### config.mk
export PLATFORM = sky130hd
export DESIGN_NAME = i2c_master_ctrl
export DESIGN_NICKNAME = d
export VERILOG_FILES = /design/src/rtl/i2c_master_ctrl.sv
export SDC_FILE = /design/constraint.sdc
export NUM_CORES = 1
export LEC_CHECK = 0
export CAP_MARGIN = 30
export CORE_MARGIN = 2
export CORE_UTILIZATION = 35
export DETAILED_ROUTE_END_ITERATION = 10
export GPL_ROUTABILITY_DRIVEN = 0
export SETUP_SLACK_MARGIN = 0.05
export SLEW_MARGIN = 20
export SYNTH_ARGS = -nofsm -noshare
export SYNTH_HDL_FRONTEND = slang
export SYNTH_SLANG_ARGS = --single-unit
### constraint.sdc
create_clock -name clk -period 6 [get_ports clk]
set_input_delay 1.2 -clock clk [delete_from_list [all_inputs] [get_ports clk]]
set_output_delay 1.2 -clock clk [all_outputs]
set_load 0.05 [all_outputs]
### src/rtl/i2c_master_ctrl.sv
// I2C initiator: one command becomes START, {addr,rd}, 1-4 data bytes, STOP on open-drain pins.
// Optional: define I2C_MASTER_STRETCH_EN to honour target clock stretching through a synchronized scl_i.
module i2c_master_ctrl #(
  parameter int unsigned CLK_DIV = 250
) (
  input  logic        clk,
  input  logic        rst,
  input  logic        cmd_valid,
  output logic        cmd_ready,
  input  logic [6:0]  cmd_addr,
  input  logic        cmd_rd,
  input  logic [2:0]  cmd_len,
  input  logic [31:0] cmd_wdata,
  output logic        rsp_valid,
  output logic [31:0] rsp_rdata,
  output logic        rsp_nack,
  output logic        busy,
  input  logic        scl_i,
  output logic        scl_o,
  output logic        scl_t,
  input  logic        sda_i,
  output logic        sda_o,
  output logic        sda_t
);
  if (CLK_DIV < 2) begin : g_bad_div
    $error("CLK_DIV must be >= 2");
  end

  localparam int unsigned QW = $clog2(CLK_DIV);
  localparam logic [QW-1:0] QMAX = QW'(CLK_DIV - 1);

  localparam logic [2:0] S_IDLE  = 3'd0;
  localparam logic [2:0] S_START = 3'd1;
  localparam logic [2:0] S_ADDR  = 3'd2;
  localparam logic [2:0] S_WR    = 3'd3;
  localparam logic [2:0] S_RD    = 3'd4;
  localparam logic [2:0] S_STOP  = 3'd5;
  localparam logic [2:0] S_DONE  = 3'd6;

  logic [2:0]    state, n_state;
  logic [1:0]    q, n_q;
  logic [QW-1:0] qcnt;
  logic [3:0]    bit_r, n_bit;
  logic [1:0]    byte_r, n_byte;
  logic [2:0]    len_r, acc_len;
  logic [6:0]    addr_r;
  logic          rd_r;
  logic [31:0]   wsr, n_wsr, acc_wsr;
  logic [31:0]   rx;
  logic          ack_r, nack_r, n_nack;
  logic          n_scl_t, n_sda_t;
  logic [7:0]    tx_byte, tx_shift;
  logic          last_byte, n_last;
  logic          in_slot, qtick, hold;

  assign scl_o     = 1'b0;
  assign sda_o     = 1'b0;
  assign cmd_ready = (state == S_IDLE);
  assign busy      = (state != S_IDLE);
  assign in_slot   = (state == S_ADDR) || (state == S_WR) || (state == S_RD);
  assign qtick     = (qcnt == QMAX);

`ifdef I2C_MASTER_STRETCH_EN
  logic scl_meta, scl_sync, rel_q;
  always_ff @(posedge clk) begin
    if (rst) begin
      scl_meta <= 1'b0;
      scl_sync <= 1'b0;
    end else begin
      scl_meta <= scl_i;
      scl_sync <= scl_meta;
    end
  end
  // Hold at the start of any SCL-released quarter until the line is seen high.
  assign rel_q = (in_slot && q == 2'd2) || (state == S_STOP && q == 2'd1);
  assign hold  = rel_q && (qcnt == '0) && !scl_sync;
`else
  logic unused_scl;
  assign unused_scl = scl_i;
  assign hold       = 1'b0;
`endif

  // Write bytes are left-aligned at capture so the byte on the wire is always wsr[31:24].
  always_comb begin
    acc_len = (cmd_len == 3'd0 || cmd_len > 3'd4) ? 3'd4 : cmd_len;
    case (acc_len)
      3'd1:    acc_wsr = {cmd_wdata[7:0], 24'h0};
      3'd2:    acc_wsr = {cmd_wdata[15:0], 16'h0};
      3'd3:    acc_wsr = {cmd_wdata[23:0], 8'h0};
      default: acc_wsr = cmd_wdata;
    endcase
  end

  // Next bus position at a quarter boundary, and the pin levels for it.
  always_comb begin
    n_state   = state;
    n_q       = q;
    n_bit     = bit_r;
    n_byte    = byte_r;
    n_wsr     = wsr;
    n_nack    = nack_r;
    last_byte = ({1'b0, byte_r} == len_r - 3'd1);
    case (state)
      S_START: begin
        n_q = q + 2'd1;
        if (q == 2'd1) begin
          n_state = S_ADDR;
          n_q     = '0;
          n_bit   = '0;
        end
      end
      S_ADDR, S_WR, S_RD: begin
        n_q = q + 2'd1;
        if (q == 2'd3) begin
          n_q   = '0;
          n_bit = bit_r + 4'd1;
          if (bit_r == 4'd8) begin
            n_bit = '0;
            if (state != S_RD && ack_r) begin
              n_nack  = 1'b1;
              n_state = S_STOP;
            end else if (state == S_ADDR) begin
              n_state = rd_r ? S_RD : S_WR;
              n_byte  = '0;
            end else if (last_byte) begin
              n_state = S_STOP;
            end else begin
              n_byte = byte_r + 2'd1;
              n_wsr  = {wsr[23:0], 8'h00};
            end
          end
        end
      end
      S_STOP: begin
        n_q = q + 2'd1;
        if (q == 2'd2) begin
          n_state = S_DONE;
          n_q     = '0;
        end
      end
      default: ;
    endcase

    n_last   = ({1'b0, n_byte} == len_r - 3'd1);
    tx_byte  = (n_state == S_ADDR) ? {addr_r, rd_r} : n_wsr[31:24];
    tx_shift = tx_byte << n_bit[2:0];
    n_scl_t  = 1'b1;
    n_sda_t  = 1'b1;
    case (n_state)
      S_START: begin
        n_scl_t = (n_q == 2'd0);
        n_sda_t = 1'b0;
      end
      S_ADDR, S_WR: begin
        n_scl_t = n_q[1];
        n_sda_t = (n_bit == 4'd8) ? 1'b1 : tx_shift[7];
      end
      S_RD: begin
        n_scl_t = n_q[1];
        n_sda_t = (n_bit != 4'd8) || n_last;
      end
      S_STOP: begin
        n_scl_t = (n_q != 2'd0);
        n_sda_t = (n_q == 2'd2);
      end
      default: ;
    endcase
  end

  always_ff @(posedge clk) begin
    if (rst) begin
      state     <= S_IDLE;
      q         <= '0;
      qcnt      <= '0;
      bit_r     <= '0;
      byte_r    <= '0;
      len_r     <= '0;
      addr_r    <= '0;
      rd_r      <= 1'b0;
      wsr       <= '0;
      rx        <= '0;
      ack_r     <= 1'b0;
      nack_r    <= 1'b0;
      scl_t     <= 1'b1;
      sda_t     <= 1'b1;
      rsp_valid <= 1'b0;
      rsp_rdata <= '0;
      rsp_nack  <= 1'b0;
    end else begin
      rsp_valid <= 1'b0;
      case (state)
        S_IDLE: begin
          if (cmd_valid) begin
            addr_r <= cmd_addr;
            rd_r   <= cmd_rd;
            len_r  <= acc_len;
            wsr    <= acc_wsr;
            rx     <= '0;
            ack_r  <= 1'b0;
            nack_r <= 1'b0;
            state  <= S_START;
            q      <= '0;
            qcnt   <= '0;
            bit_r  <= '0;
            byte_r <= '0;
            scl_t  <= 1'b1;
            sda_t  <= 1'b0;
          end
        end
        S_DONE: state <= S_IDLE;
        default: begin
          if (!hold) qcnt <= qtick ? '0 : qcnt + QW'(1);
          if (qtick && in_slot && q == 2'd2) begin
            if (bit_r == 4'd8) ack_r <= sda_i;
            else if (state == S_RD) rx <= {rx[30:0], sda_i};
          end
          if (qtick) begin
            state  <= n_state;
            q      <= n_q;
            bit_r  <= n_bit;
            byte_r <= n_byte;
            wsr    <= n_wsr;
            nack_r <= n_nack;
            scl_t  <= n_scl_t;
            sda_t  <= n_sda_t;
            if (n_state == S_DONE) begin
              rsp_valid <= 1'b1;
              rsp_nack  <= n_nack;
              if (rd_r) rsp_rdata <= rx;
            end
          end
        end
      endcase
    end
  end
endmodule

==> reports/summary.log <==
qor: run_status.status completed
qor: grt.grt_usage 17.3%
qor: power_and_ir_drop.switching_power 673 uW
qor: critical_path.crit_path_end_kind output pin
qor: critical_path.cp_top_family buffers and inverters
qor: yosys.yosys.area.top_type dfxtp_1
qor: power_and_ir_drop.power_frac_clock 44.4%
qor: timing.layout_worst_path_cycle_share 63.9%
qor: timing.fin_skew 0.00905 ns
qor: grt.antenna_violations_before_repair 0
qor: routing.postRouteAntennaNets 0
qor: grt.first_global_vias 5472
qor: floorplanning.die_w 140 um
qor: clocking.cts_resized 0
qor: hold_path.hold_path_startpoint addr_r[0]
qor: final_layout.postLayoutCellArea 8080 sq um
qor: final_layout.layout.cells.most_common dfxtp_1
qor: clocking.postCtsSetupRepairBufs 0
qor: place.dp.cells 1063
qor: critical_path.timing.critical_path.from_type flop
qor: yosys.yosysWarnings 0
qor: critical_path.rrSetupSlack 2.42 ns
qor: clocking.clk_transition_reported_paths 0.06 ns
qor: final_layout.area_of_all_sequential_standard_cells 2640 sq um
qor: power_and_ir_drop.power_frac_comb 15.3%
qor: final_layout.fin_nets 913
qor: routing.detail_route.iter0.violations 513
qor: place.place_area 7470 sq um
qor: final_layout.multi_input_area 3540 sq um
qor: timing.grt_setup_unrepaired false
qor: final_layout.most_frequent_cells_in_the_layout 131 x dfxtp_1, 115 x nand2_1, 86 x a21oi_1, 83 x clkdlybuf4s50_1, 81 x nor2_1
qor: routing.drt-vias-per-instance 5.36
qor: routing.route.detailed.drc 0
qor: power_and_ir_drop.design_power_total 2400 uW
qor: clocking.htreeDepth 4
qor: floorplanning.fp.dieH 140 um
qor: power_and_ir_drop.cellPowerDensity 297 nW/um^2
qor: timing.max_frequency 261 MHz
qor: timing.drv_slew 0
qor: hold_path.type_of_the_tightest_min_delay_check flop to flop
qor: timing.relSlewSlack 35.1%
qor: critical_path.critical_path.n_buffers_inverters 2
qor: clocking.clock_sink_count 132
qor: power_and_ir_drop.total_leakage_power 0.00304 uW
qor: final_layout.instances_no_fill 1095
qor: power_and_ir_drop.seq_power_share 40.3%
qor: floorplanning.ios 88
qor: yosys.ys_seq_area_share 40.6%
qor: power_and_ir_drop.worst_ir_drop_vdd 0.201 mV
qor: yosys.postSynth.asyncResetShare 0%
qor: clocking.clkLatencyLatePin 0.43 ns
qor: yosys.synth.avg_cell_area 8.12 sq um
qor: timing.period_minus_slack 3.83 ns
qor: floorplanning.core 18100 sq um
qor: clocking.tritoncts yes
qor: critical_path.timing.critical_path.fanout_max 23
qor: clocking.clockRootBuffer clkbuf_16
qor: floorplanning.die-area 19700 sq um
qor: flow_run.maxCapViolCount 0
qor: power_and_ir_drop.switching_share 28.1%
qor: grt.wire_length_of_the_first_global_routing_pass 27800 um
qor: final_layout.final_util 44.7%
qor: final_layout.ant_cells 0
qor: floorplanning.floorplan.rows 49
qor: routing.dr_total_vias 5872
qor: critical_path.crit_path_cells or3_1, buf_4, clkdlybuf4s50_1
qor: timing.hold_violations 0
qor: critical_path.max_stage_delay 0.86 ns
qor: critical_path.cp_data_required_time 4.80 ns
qor: critical_path.critPathLaunch state[0]
qor: critical_path.r2r_start state[1]
qor: yosys.unique_cell_type_count_in_the_yosys_netlist 68
qor: critical_path.critical_path_top_delay_cell clkdlybuf4s50_1
qor: power_and_ir_drop.internal-power 1720 uW
qor: yosys.register_bit_count_reported_by_yosys 132
qor: clocking.cts_hold_repair.buffers 0
qor: place.detailedPlacementHpwl 11300 um
qor: routing.routed_wire_length_per_instance 15.3 um
qor: final_layout.n_fill_cell 1796
qor: yosys.synth-edff-count 0
qor: grt.grt.overflow.total 0
qor: routing.drt_first_pass_iters 7
qor: timing.max_slew.worst_pin.slew 0.967 ns
qor: yosys.synth_top_area_share 40.6%
qor: final_layout.flow.area_growth_from_synthesis 24.1%
qor: yosys.mappedNetlistArea 6510 sq um
qor: yosys.ys_top_cells_by_area dfxtp_1 41%, nand2_1 6.6%, a21oi_1 6.6%
qor: timing.setup-tns-final 0 ns
qor: yosys.netlist_instances 801
qor: routing.route.final.wire_length 16800 um
qor: clocking.ctsLongestPathBuffers 2
qor: critical_path.worst-endpoint-arrival 2.63 ns
qor: yosys.synthFlopType dfxtp_1
qor: final_layout.final_layout_size_suffix_gt1_share 7.16%
qor: grt.grt_max_degree 72
qor: floorplanning.initial_core_util 36.0%
qor: clocking.numCtsBuffers 17
qor: place.numPortBuffers 84
qor: critical_path.critical_path_type flop to output pin
qor: timing.finalSetupViolations 0
==> power by group through the flow <==
stage / Combinational (uW) / Sequential, uW / Clock, uW
6_report: 367 / 967 / 1060
5_1_grt: 409 / 974 / 1120
4_1_cts: 366 / 967 / 1090
3_5_place_dp: 365 / 986 / 0
3_3_place_gp: 359 / 985 / 0
2_1_floorplan: 252 / 978 / 0
==> per-stage QoR <==
stage	hold WS, ns	setup slack, ns
after CTS	0.452	2.16
after detailed placement	0.441	2.03
after global routing	0.479	2.07
final	0.450	2.17
after floorplan	0.417	2.79
after global placement	0.437	2.04
==> path summary, 6_finish.rpt <==
path / end / cells after the start
worst max-delay path: busy / 3
worst min register to register: addr_r[0] / 2
worst min-delay path: addr_r[0] / 2
worst max register to register: sda_t / 9
==> cells by family after synthesis <==
kind of cell	synth area share, %
other	0.0576
and+or+nand+nor	22.9
AOI/OAI and AO/OA	20.9
buffers and inverters	5.11
xor gates and xnor gates	1.48
muxes	6.58
adders and majority gates	2.31
DFF	40.6
==> metal layers <==
metal,part of all wire [%],global-route usage (%),vias up
met5,0,0,-
met4,1.5,5.74,0
met3,4.4,3.83,19
met2,46,26.9,155
met1,48,23.8,2702
li1,-,-,2996
==> synthesized netlist by cell type (all sizes together) (2+ instances only) <==
master / instances
nor3b: 3
dfxtp: 132
a32oi: 2
or2: 4
buf: 16
a32o: 2
a211oi: 23
nor3: 22
a211o: 2
nand4: 7
nor2b: 6
inv: 12
o211a: 2
o31ai: 2
nand2b: 6
mux2: 4
a21oi: 87
a31o: 2
or3: 7
nand2: 115
xnor2: 7
a21boi: 2
and2: 4
and3b: 2
nand3b: 3
xor2: 4
a222oi: 24
or4b: 3
o21ai: 36
clkbuf: 46
o22ai: 4
o211ai: 4
and3: 5
mux2i: 36
a311oi: 3
nand3: 45
nor2: 83
a31oi: 6
ha: 12
==> tightest hold or removal path, stage by stage (launching register included) <==
cell     delay (ns)
dfxtp_1        0.30
nand2_1        0.05
a21oi_1        0.05
==> flip-flops by register name (all words and copies together), names as in the netlist <==
| signal | count |
|---|---|
| ack_r | 1 |
| rd_r | 1 |
| addr_r | 7 |
| sda_t | 1 |
| qcnt | 8 |
| rsp_valid | 1 |
| bit_r | 4 |
| byte_r | 2 |
| rsp_nack | 1 |
| wsr | 32 |
| rx | 32 |
| q | 2 |
| nack_r | 1 |
| scl_t | 1 |
| rsp_rdata | 32 |
| state | 3 |
| len_r | 3 |
==> layout make-up <==
| cell class | instances | area share, % |
|---|---|---|
| clock buffers | 18 | 5.31 |
| clock inverters | 14 | 2.17 |
| inverters | 12 | 0.558 |
| multi-input cells | 596 | 43.9 |
| flip-flops and latches | 132 | 32.7 |
| well taps | 229 | 3.55 |
| repair buffers | 94 | 11.8 |
No activity file was read; power rests on OpenSTA's default activity.
